File: src/rtl/slide_debounce_if.sv
// Switch-side bundle for slide_debounce: raw pins in, debounced level and tick strobe out.
// SLIDE_DEBOUNCE_CHANGED_EN adds the one-cycle 'changed' pulse to the bundle.
`timescale 1ns/1ps
interface slide_debounce_if #(
    parameter int WIDTH = 10
);
    logic [WIDTH-1:0] sw_raw;
    logic [WIDTH-1:0] sw_db;
    logic             tick;
`ifdef SLIDE_DEBOUNCE_CHANGED_EN
    logic             changed;

    modport master (output sw_raw, input sw_db, input tick, input changed);
    modport slave  (input sw_raw, output sw_db, output tick, output changed);
`else
    modport master (output sw_raw, input sw_db, input tick);
    modport slave  (input sw_raw, output sw_db, output tick);
`endif
endinterface

File: src/rtl/slide_debounce.sv
// Per-bit 2-flop synchronizer plus tick-sampled stability filter for the slide switches.
// Optional feature macro: SLIDE_DEBOUNCE_CHANGED_EN (adds the registered 'changed' pulse).
`timescale 1ns/1ps
module slide_debounce #(
    parameter int WIDTH        = 10,
    parameter int TICK_DIV     = 50000,
    parameter int STABLE_TICKS = 8
) (
    input  logic            clk,
    input  logic            reset_n,
    slide_debounce_if.slave sw_if
);
    localparam int CNT_W = $clog2(STABLE_TICKS + 1);
    localparam int PRE_W = (TICK_DIV > 2) ? $clog2(TICK_DIV) : 1;
    localparam logic [CNT_W-1:0] CNT_LAST = CNT_W'(STABLE_TICKS - 1);
    localparam logic [PRE_W-1:0] PRE_LAST = PRE_W'(TICK_DIV - 1);

    logic [WIDTH-1:0]            sync1_q, sync1_d;
    logic [WIDTH-1:0]            sync2_q, sync2_d;
    logic [WIDTH-1:0]            sw_db_q, sw_db_d;
    logic [WIDTH-1:0][CNT_W-1:0] cnt_q, cnt_d;
    logic [PRE_W-1:0]            pre_q, pre_d;
    logic                        tick_s;

    // Prescaler: free-running modulo-TICK_DIV count, tick on the last value.
    always_comb begin
        tick_s = (pre_q == PRE_LAST);
        if (tick_s) begin
            pre_d = '0;
        end else begin
            pre_d = pre_q + PRE_W'(1);
        end
    end

    // Synchronizer next values.
    always_comb begin
        sync1_d = sw_if.sw_raw;
        sync2_d = sync1_q;
    end

    // Per-bit filter: any cycle back at the accepted level discards partial progress.
    always_comb begin
        sw_db_d = sw_db_q;
        cnt_d   = cnt_q;
        for (int i = 0; i < WIDTH; i++) begin
            if (sync2_q[i] == sw_db_q[i]) begin
                cnt_d[i] = '0;
            end else if (!tick_s) begin
                cnt_d[i] = cnt_q[i];
            end else if (cnt_q[i] == CNT_LAST) begin
                sw_db_d[i] = sync2_q[i];
                cnt_d[i]   = '0;
            end else begin
                cnt_d[i] = cnt_q[i] + CNT_W'(1);
            end
        end
    end

    // State registers.
    always_ff @(posedge clk or negedge reset_n) begin
        if (!reset_n) begin
            sync1_q <= '0;
            sync2_q <= '0;
            sw_db_q <= '0;
            cnt_q   <= '0;
            pre_q   <= '0;
        end else begin
            sync1_q <= sync1_d;
            sync2_q <= sync2_d;
            sw_db_q <= sw_db_d;
            cnt_q   <= cnt_d;
            pre_q   <= pre_d;
        end
    end

    assign sw_if.sw_db = sw_db_q;
    assign sw_if.tick  = tick_s;

`ifdef SLIDE_DEBOUNCE_CHANGED_EN
    logic changed_q, changed_d;

    // One pulse per tick edge on which any bit flips, however many flip.
    always_comb begin
        changed_d = |(sw_db_d ^ sw_db_q);
    end

    // Changed-pulse register.
    always_ff @(posedge clk or negedge reset_n) begin
        if (!reset_n) begin
            changed_q <= 1'b0;
        end else begin
            changed_q <= changed_d;
        end
    end

    assign sw_if.changed = changed_q;
`endif
endmodule

File: src/flat_wrapper.sv
// flat-port wrapper written by rule: the top's interface ports become plain ports
module slide_debounce_flat 
#(
    parameter int WIDTH        = 10,
    parameter int TICK_DIV     = 50000,
    parameter int STABLE_TICKS = 8
)
  (clk, reset_n, sw_if_sw_raw, sw_if_sw_db, sw_if_tick);
  slide_debounce_if #(.WIDTH(WIDTH)) sw_if_i ();
  input  logic clk;
  input  logic reset_n;
  input wire logic [$bits(sw_if_i.sw_raw)-1:0] sw_if_sw_raw;
  output wire logic [$bits(sw_if_i.sw_db)-1:0] sw_if_sw_db;
  output wire logic [$bits(sw_if_i.tick)-1:0] sw_if_tick;
  assign sw_if_i.sw_raw = sw_if_sw_raw;
  assign sw_if_sw_db = sw_if_i.sw_db;
  assign sw_if_tick = sw_if_i.tick;
  slide_debounce #(.WIDTH(WIDTH), .TICK_DIV(TICK_DIV), .STABLE_TICKS(STABLE_TICKS)) u_core (.clk(clk), .reset_n(reset_n), .sw_if(sw_if_i));
endmodule
File: config.mk
export PLATFORM = sky130hd
export DESIGN_NAME = slide_debounce_flat
export DESIGN_NICKNAME = d
export VERILOG_FILES = /design/src/rtl/slide_debounce_if.sv /design/src/rtl/slide_debounce.sv /design/src/flat_wrapper.sv
export SDC_FILE = /design/constraint.sdc
export NUM_CORES = 1
export LEC_CHECK = 0
export CAP_MARGIN = 15
export CORE_ASPECT_RATIO = 0.5
export CORE_UTILIZATION = 40
export CTS_CLUSTER_SIZE = 20
export DETAILED_ROUTE_END_ITERATION = 10
export PLACE_DENSITY = 0.63
export SYNTH_ARGS = -nofsm -noshare
export SYNTH_HDL_FRONTEND = slang
export SYNTH_SLANG_ARGS = --single-unit
File: constraint.sdc
create_clock -name clk -period 2.88 [get_ports clk]
set_input_delay 0.864 -clock clk [delete_from_list [all_inputs] [get_ports clk]]
set_output_delay 0.864 -clock clk [all_outputs]
set_load 0.05 [all_outputs]
# After elaboration in Yosys (flattened, before gate mapping)
# Index checks and enable logic that the tools add are counted.
# Widths: inputs -> output; s select.
# classes
eq_ne,21
n_bitwise,10
n_mux,31
n_reduce_logical,20
add_sub_neg,11
# op_table
operator,count
$mux 4,30
$add 4x1->4 const B,10
$eq 4x3->1 const B,10
$reduce_and 3->1,10
$reduce_bool 2->1,10
$add 16x1->16 const B,1
$eq 16x16->1 const B,1
$mux 16,1
$eq 1x1->1,10
$not 1->1,10
# totals
out_inout_bits,11
inputBits,12
word_cells,116
regBits,86

# Longest topological paths before layout
# Gate-level depths: netlist of run 1.
# depth
word_depth,4
mapped_depth,8
depth_no_buf,5

# Least setup slack after synthesis of run 1
# Ideal clock, no wire load.
# synth_path
kind,register to output
start,register u_core.pre_q[11]
end,output sw_if_tick
required_ns,2.016
slack_ns,0.022
t_arrival_ns,1.994
path_stages_with_launch,6
path_buffers,2
path_cell_list,dfrtp_1 or3_1 or3_1 buf_6 buf_6 nor2_2
# synth_via
elab_chain_len,1
# synth_lines
element,line,source
"start, declared",slide_debounce.sv:22,"logic [PRE_W-1:0] pre_q, pre_d;"
"start signal, assigned",slide_debounce.sv:72,pre_q <= pre_d;
$eq 16x16->1,slide_debounce.sv:27,tick_s = (pre_q == PRE_LAST);
"end, declared",flat_wrapper.sv:14,output wire logic [$bits(sw_if_i.tick)-1:0] sw_if_tick;
# Every way passes these cells.

# Worst setup path after layout of run 1
# Same ends and word-level chain as after synthesis.

==> results of run 1 <==
through the flow:
step                power (mW)  area (sq um)
CTS                      2.475          4634
floorplan                1.260          3958
global route             2.524          4639
detailed placement       1.308          4344
global placement         1.308          4344
finish                   2.438          4639
worst min path at each step:
stage                         to  slack [ns]  cells after the start
2_1_floorplan  u_core.sync2_q[0]        0.33                      0
3_3_place_gp   u_core.sync2_q[2]        0.33                      0
6_report       u_core.sync2_q[8]        0.35                      0
4_1_cts        u_core.sync2_q[2]        0.35                      0
3_5_place_dp   u_core.sync2_q[2]        0.33                      0
5_1_grt        u_core.sync2_q[8]        0.35                      0
flip-flops by register name (all words and copies together) (netlist names):
signal,cells
u_core.cnt_q,40
u_core.sw_if.sw_db,10
u_core.sync2_q,10
u_core.pre_q,16
u_core.sync1_q,10
report_power, final:
part	switching, mW	internal (mW)
combinational	0.0345	0.0199
sequential	0.00634	1.22
clock	0.444	0.710
total	0.485	1.95
metal layers:
layer	vias to the layer above	track usage, %	wire, um
met5	-	0	0
met4	0	6.093	111
met3	9	5.017	307
met2	41	26.25	3375
met1	1442	22.76	3913
li1	1427	-	-
layout make-up:
cell class | count | area (sq um) | share of cell area, %
clock inverters | 1 | 30.03 | 0.6472
well taps | 135 | 168.9 | 3.641
flip-flops and latches | 86 | 2152 | 46.39
clock buffers | 13 | 260.3 | 5.610
inverters | 22 | 82.58 | 1.780
multi-input cells | 255 | 1630 | 35.14
repair buffers | 32 | 315.3 | 6.796
cells in the mapped netlist:
library cell   n
ha_1          11
nand2_1       14
a21oi_1       40
or3_1          2
inv_1         22
buf_6          3
mux2_2        10
xnor2_1       20
nor2_1        22
or4b_1         1
o2111ai_1     10
nor4_1        12
nor3_1         4
and3_1        10
or4_1         10
nor2_2         1
buf_2          4
and2_1         2
nor2b_1        1
clkbuf_1      12
buf_1          1
nor4_2         1
o21ai_0       29
dfrtp_1       86
nand3_1       27
o31ai_1       11
nand4_1       13
xor2_1         4
kinds of logic (layout without fill, tap and decap cells):
group | Yosys count | after routing
adder cells (fa/ha/maj) | 11 | 11
AND/OR/NAND/NOR | 120 | 120
XOR/XNOR | 24 | 24
AO/OA/AOI/OAI | 90 | 90
multiplexers | 10 | 10
buffers and inverters | 42 | 68
flip-flops | 86 | 86
==> impl_metrics.json, run 1 <==
{
  "status": "finished, final reports clean",
  "worst_pin_slew_ns": 0.5681,
  "startpoint_type": "flop",
  "syn_inst": 383,
  "clkLatencyLatePin_ns": 0.34,
  "vias_per_cell": 5.366,
  "r2r-start": "u_core.pre_q[11]",
  "synth-seq-cells": 86,
  "final_util_pct": 48.79,
  "worstSetupPathType": "reg -> out",
  "drt_pre_antenna_iters": 4,
  "io_buffers": 22,
  "post_drt_wl_per_cell_um": 14.17,
  "p_leak_nw": 1.881,
  "grt_use_total_pct": 16.96,
  "overflow": 0,
  "synthDistinctLibCells": 28,
  "clock-skew-final_ns": 0.008108,
  "cts_tree": "built",
  "remaining_drc_errors": 0,
  "core_area_sq_um": 9509,
  "fp.dieW_um": 142.7,
  "synth_compound_area_share_pct": 13.03,
  "layout_common_cells": "dfrtp_1 (86), a21oi_1 (40), o21ai_0 (29), nand3_1 (27)",
  "dpl.hpwl_um": 4657,
  "syn_area_per_cell_sq_um": 10.33,
  "die_height_um": 72.34,
  "pin_count": 23,
  "syn_nets": 406,
  "start_util_pct": 41.62,
  "timing_hold_violations_final": 0,
  "crit_buf_inv": 1,
  "vias": 2919,
  "nFillCells": 898,
  "grt_max_degree": 62,
  "die_area_sq_um": 10320,
  "fin_cells": 544,
  "synth.area.mux_share_pct": 2.845,
  "std_cell_rows": 25,
  "cp_slowest_stage_delay_ns": 0.44,
  "ys_seq_area_share_pct": 54.38,
  "dp_cells": 530,
  "cpLargestDelayFamily": "simple AND/OR/NAND/NOR gates",
  "cts_buffers": 9,
  "max_slew_margin_pct": 62.13,
  "cts_hold_buf": 0,
  "r2r_slack_ns": 0.40,
  "drv_cap": 0,
  "synth_area_leaders": "dfrtp_1 (54%), a21oi_1 (5.1%), xnor2_1 (4.4%), o21ai_0 (3.7%), ha_1 (3.5%)",
  "setup_tns_ns": 0,
  "routed_wl_um": 7708,
  "period_needed_ns": 2.798,
  "arrival_ns": 1.93,
  "diodes": 0,
  "hold_path.class": "reg -> reg",
  "place.gp.congestion": 0.8095,
  "worst_hold_slack_ns": 0.3462,
  "yosysTopAreaCell": "dfrtp_1",
  "synthSimpleGateAreaFrac_pct": 16.28,
  "synthXorXnorAreaFrac_pct": 5.311,
  "yosys.area_share.adder_pct": 3.478,
  "endpoint": "sw_if_tick",
  "nets": 429,
  "antenna_found_initial": 0,
  "clock-root-buffer": "clkbuf_16",
  "reg2reg_depth": 5,
  "area_growth_pct": 17.23,
  "cts_resized": 0,
  "ant_nets": 0,
  "cp.depth": 4,
  "startpoint": "u_core.pre_q[11]",
  "worstPathCellList": "or3_1 -> or3_1 -> nor2_4 -> buf_12",
  "cts.clk_slew.worst_paths_ns": 0.06,
  "max_clock_freq_ghz": 0.3575,
  "place_ws_ns": 0.4436,
  "clock_path_buffers": 2,
  "setup-violations-final": 0,
  "worst_path_most_repeated_cell": "or3_1",
  "syn_area_sq_um": 3958,
  "final_common_cell": "dfrtp_1",
  "worstPathMaxFanout": 5,
  "final_layout_size_suffix_gt1_share_pct": 9.046,
  "min_from": "u_core.sync1_q[8]",
  "required_ns": 2.02,
  "synth_top_family_by_area": "simple AND/OR/NAND/NOR gates",
  "drv_slew": 0,
  "period_share_pct": 97.14,
  "rsz0062_at_grt": "no",
  "clkSinkCount": 86,
  "slowest_stage": "or3_1",
  "ys_warn_count": 0,
  "grt_pass1_vias": 2789,
  "initialDrtViolationCount": 211,
  "r2r-end": "u_core.sw_if.sw_db[4]",
  "worstSetupEndpointType": "output pin",
  "vdd_ir_drop_max_mv": 0.3131,
  "fin_ws_ns": 0.08248,
  "synth_top_area_share_pct": 54.38,
  "grt_first_pass_wirelength_um": 13390,
  "p_per_area_nw_per_um2": 525.5,
  "post_cts_buffers": 0,
  "htreeDepth": 3
}
(Power assumes the default switching activity.)
==> run 2, diff against run 1 <==
Settings changed: PLACE_DENSITY 0.63 to 0.65, SKIP_CTS_REPAIR_TIMING set to 1.
==> impl_metrics.json, run 2 (same netlist as run 1, synthesis figures left out) <==
{
  "status": "finished, final reports clean",
  "vias_per_cell": 5.407,
  "seqCellArea_sq_um": 2152,
  "start_util_pct": 41.62,
  "reg_top3": "u_core.cnt_q (40), u_core.pre_q (16)",
  "clock-root-buffer": "clkbuf_16",
  "r2r_slack_ns": 0.38,
  "worstPathMaxFanout": 5,
  "min_from": "u_core.sync1_q[7]",
  "pin_count": 23,
  "r2r-end": "u_core.sw_if.sw_db[7]",
  "clkLatencyLatePin_ns": 0.34,
  "layout_common_cells": "dfrtp_1 (86), a21oi_1 (40), o21ai_0 (29), nand3_1 (26)",
  "htreeDepth": 3,
  "vias": 2947,
  "max_slew_margin_pct": 61.58,
  "drv_cap": 0,
  "grt_max_degree": 62,
  "largest-register": "u_core.cnt_q",
  "arrival_ns": 1.93,
  "ant_nets": 0,
  "remaining_drc_errors": 0,
  "p_per_area_nw_per_um2": 503.2,
  "routed_wl_um": 7732,
  "cts_tree": "built",
  "drt_pre_antenna_iters": 5,
  "worstSetupPathType": "reg -> out",
  "r2r-start": "u_core.pre_q[11]",
  "cts_buffers": 9,
  "largest_register_ffs": 40,
  "worst_pin_slew_ns": 0.5763,
  "overflow": 0,
  "antenna_found_initial": 0,
  "final_layout_size_suffix_gt1_share_pct": 9.756,
  "std_cell_rows": 25,
  "setup_tns_ns": 0,
  "p_leak_nw": 1.873,
  "min_path_cells": 0,
  "timing_hold_violations_final": 0,
  "required_ns": 2.02,
  "period_needed_ns": 2.793,
  "max_clock_freq_ghz": 0.3581,
  "multi_input_area_sq_um": 1642,
  "clock-skew-final_ns": 0.009323,
  "grt_use_total_pct": 16.67,
  "diodes": 0,
  "area_growth_pct": 16.85,
  "power_mw": 2.327,
  "clkSinkCount": 86,
  "grt_pass1_vias": 2802,
  "dpl.hpwl_um": 4752,
  "worstSetupEndpointType": "output pin",
  "place.gp.congestion": 0.7797,
  "period_share_pct": 96.97,
  "cts.clk_slew.worst_paths_ns": 0.06,
  "core_area_sq_um": 9509,
  "fp.dieW_um": 142.7,
  "final_common_cell": "dfrtp_1",
  "clock_path_buffers": 2,
  "grt_first_pass_wirelength_um": 13190,
  "rsz0062_at_grt": "no",
  "setup-violations-final": 0,
  "hold_path.class": "reg -> reg",
  "vdd_ir_drop_max_mv": 0.2903,
  "drv_slew": 0,
  "io_buffers": 22,
  "startpoint_type": "flop",
  "reg2reg_depth": 5,
  "nets": 430,
  "hold_path_end": "u_core.sync2_q[7]",
  "die_height_um": 72.34,
  "post_drt_wl_per_cell_um": 14.19,
  "die_area_sq_um": 10320,
  "initialDrtViolationCount": 195,
  "nFillCells": 880
}
==> run 2: changes by cell type in the layout (fill, tap and decap cells not counted), sizes merged <==
cell,before,now
clkinv,0,2
buf,12,13
bufinv,1,0
clkbuf,13,12
==> run 2: layout make-up <==
cell class | instances | share of cell area [%]
inverter | 22 | 1.786
clock buffer | 12 | 5.330
timing repair buffer | 33 | 6.981
clock inverter | 2 | 0.2164
tap | 135 | 3.653
multi-input combinational | 255 | 35.50
sequential | 86 | 46.54
==> run 2: layer usage <==
metal | up-vias | track usage, % | part of all wire [%]
li1 | 1437 | - | -
met1 | 1447 | 22.70 | 49
met2 | 57 | 25.00 | 45
met3 | 6 | 4.554 | 5.3
met4 | 0 | 7.646 | 0.92
met5 | - | 0 | 0
==> run 2: stage by stage <==
step / hold WS (ns) / std cells / utilization, % / instance area (sq um) / setup slack [ns]
after detailed placement: 0.3347 / 531 / 45.83 / 4358 / 0.3984
after floorplan: 0.3312 / 383 / - / 3958 / 0.02171
after CTS: 0.3478 / 545 / 48.53 / 4614 / 0.008722
after global routing: 0.3533 / 545 / 48.63 / 4624 / 0.004327
final: 0.3414 / 545 / 48.63 / 4624 / 0.08737
after global placement: 0.3312 / 531 / 45.83 / 4358 / 0.4416
==> run 2: how the worst max path moves through the flow <==
stage	from	end	slack [ns]	cells after the start
2_1_floorplan	u_core.pre_q[11]	sw_if_tick	0.02	5
3_3_place_gp	u_core.pre_q[0]	sw_if_tick	0.44	5
6_report	u_core.pre_q[11]	sw_if_tick	0.09	4
4_1_cts	u_core.pre_q[0]	sw_if_tick	0.009	5
3_5_place_dp	u_core.pre_q[0]	sw_if_tick	0.40	5
5_1_grt	u_core.pre_q[11]	sw_if_tick	0.004	4
==> run 2: worst max-delay path: stages, from the launching register on <==
cell     delay [ns]
dfrtp_1        0.42
or3_1          0.42
or3_1          0.45
nor2_4         0.15
buf_12         0.15
==> run 2: power breakdown <==
group	leakage [nW]	switching, mW	total [mW]	internal [mW]
combinational	0.603	0.0341	0.0558	0.0216
clock	0.128	0.447	1.04	0.595
sequential	1.14	0.00605	1.23	1.22
==> run 3, diff against run 2 <==
Settings changed: CAP_MARGIN 15 to 5, MAX_ROUTING_LAYER set to met4, SLEW_MARGIN set to 10.
==> impl_metrics.json, run 3 (same netlist as run 1, synthesis figures left out) <==
{
  "startpoint_type": "flop",
  "place_ws_ns": 0.3984,
  "clkSinkCount": 86,
  "drv_cap": 0,
  "clock_path_buffers": 2,
  "period_needed_ns": 2.794,
  "arrival_ns": 1.93,
  "ant_nets": 0,
  "area_growth_pct": 16.85,
  "fin_ws_ns": 0.08650,
  "initialDrtViolationCount": 237,
  "worst_path_most_repeated_cell": "or3_1",
  "worstPathMaxFanout": 5,
  "vias_per_cell": 5.428,
  "nFillCells": 880,
  "dpl.hpwl_um": 4752,
  "worst_pin_slew_ns": 0.5703,
  "largest-register": "u_core.cnt_q",
  "p_leak_nw": 1.873,
  "die_height_um": 72.34,
  "cts_tree": "built",
  "p_per_area_nw_per_um2": 502.8,
  "final_util_pct": 48.63,
  "grt_pass1_vias": 2794,
  "remaining_drc_errors": 0,
  "final_common_cell": "dfrtp_1",
  "fp.dieW_um": 142.7,
  "antenna_found_initial": 0,
  "cp_slowest_stage_delay_ns": 0.44,
  "crit_buf_inv": 1,
  "rsz0062_at_grt": "no",
  "wl_met3_um": 333,
  "setup_tns_ns": 0,
  "status": "finished, final reports clean",
  "nets": 430,
  "cts.clk_slew.worst_paths_ns": 0.06,
  "start_util_pct": 41.62,
  "layout_common_cells": "dfrtp_1 (86), a21oi_1 (40), o21ai_0 (29), nand3_1 (26)",
  "overflow": 0,
  "vdd_ir_drop_max_mv": 0.2878,
  "worstSetupEndpointType": "output pin",
  "max_slew_margin_pct": 61.98,
  "cpLargestDelayFamily": "simple AND/OR/NAND/NOR gates",
  "core_area_sq_um": 9509,
  "pin_count": 23,
  "max_clock_freq_ghz": 0.3580,
  "drv_slew": 0,
  "grt_max_degree": 62,
  "worst_hold_slack_ns": 0.3423,
  "worstPathCellList": "or3_1 -> or3_1 -> nor2_4 -> buf_12",
  "post_drt_wl_per_cell_um": 14.15,
  "slowest_stage": "or3_1",
  "drt_pre_antenna_iters": 4,
  "grt_use_total_pct": 17.20,
  "reg_top3": "u_core.cnt_q (40), u_core.pre_q (16)",
  "routed_wl_um": 7714,
  "clock-root-buffer": "clkbuf_16",
  "hold_path.class": "reg -> reg",
  "htreeDepth": 3,
  "vias": 2958,
  "r2r_slack_ns": 0.39,
  "setup-violations-final": 0,
  "timing_hold_violations_final": 0,
  "std_cell_rows": 25,
  "die_area_sq_um": 10320,
  "required_ns": 2.02,
  "largest_register_ffs": 40,
  "cts_buffers": 9,
  "final_layout_size_suffix_gt1_share_pct": 9.756,
  "grt_first_pass_wirelength_um": 13200,
  "period_share_pct": 97.00,
  "wl_met1_um": 3792,
  "diodes": 0,
  "highest_layer": "met4",
  "io_buffers": 22,
  "place.gp.congestion": 0.7904,
  "fin_cells": 545,
  "clkLatencyLatePin_ns": 0.34,
  "clock-skew-final_ns": 0.009070,
  "worstSetupPathType": "reg -> out",
  "met2_wirelength_um": 3488,
  "dp_cells": 531
}
## run 3: final timing paths
kind / start / endpoint / depth (start not counted)
setup / recovery: u_core.pre_q[11] / sw_if_tick / 4
hold reg to reg: u_core.sync1_q[7] / u_core.sync2_q[7] / 0
setup reg to reg: u_core.pre_q[11] / u_core.sw_if.sw_db[7] / 5
max in group asynchronous: reset_n / u_core.pre_q[10] / 2
hold / removal: u_core.sync1_q[7] / u_core.sync2_q[7] / 0
min in group asynchronous: reset_n / u_core.sw_if.sw_db[8] / 1
## run 3: per-stage QoR
step / area (sq um) / power, mW
after global placement: 4358 / 1.309
after floorplan: 3958 / 1.260
after global routing: 4624 / 2.414
after detailed placement: 4358 / 1.309
after CTS: 4614 / 2.356
final: 4624 / 2.325
## run 3: routing by layer
metal | global-route usage, % | vias up
li1 | - | 1437
met1 | 22.70 | 1470
met2 | 25.00 | 44
met3 | 4.950 | 7
met4 | 6.930 | 0
met5 | - | -
## run 3: area by class of cell
| cell class | count | area, sq um | area share [%] |
|---|---|---|---|
| clock buffers | 12 | 246.5 | 5.330 |
| clock inverters | 2 | 10.01 | 0.2164 |
| inverters | 22 | 82.58 | 1.786 |
| multi-input cells | 255 | 1642 | 35.50 |
| flip-flops and latches | 86 | 2152 | 46.54 |
| well taps | 135 | 168.9 | 3.653 |
| repair buffers | 33 | 322.8 | 6.981 |
## run 3: power breakdown
| group | total [mW] | internal [mW] | switching [mW] |
|---|---|---|---|
| Clock | 1.04 | 0.595 | 0.445 |
| Combinational | 0.0557 | 0.0216 | 0.0341 |
| Sequential | 1.23 | 1.22 | 0.00605 |
| Total | 2.33 | 1.84 | 0.485 |
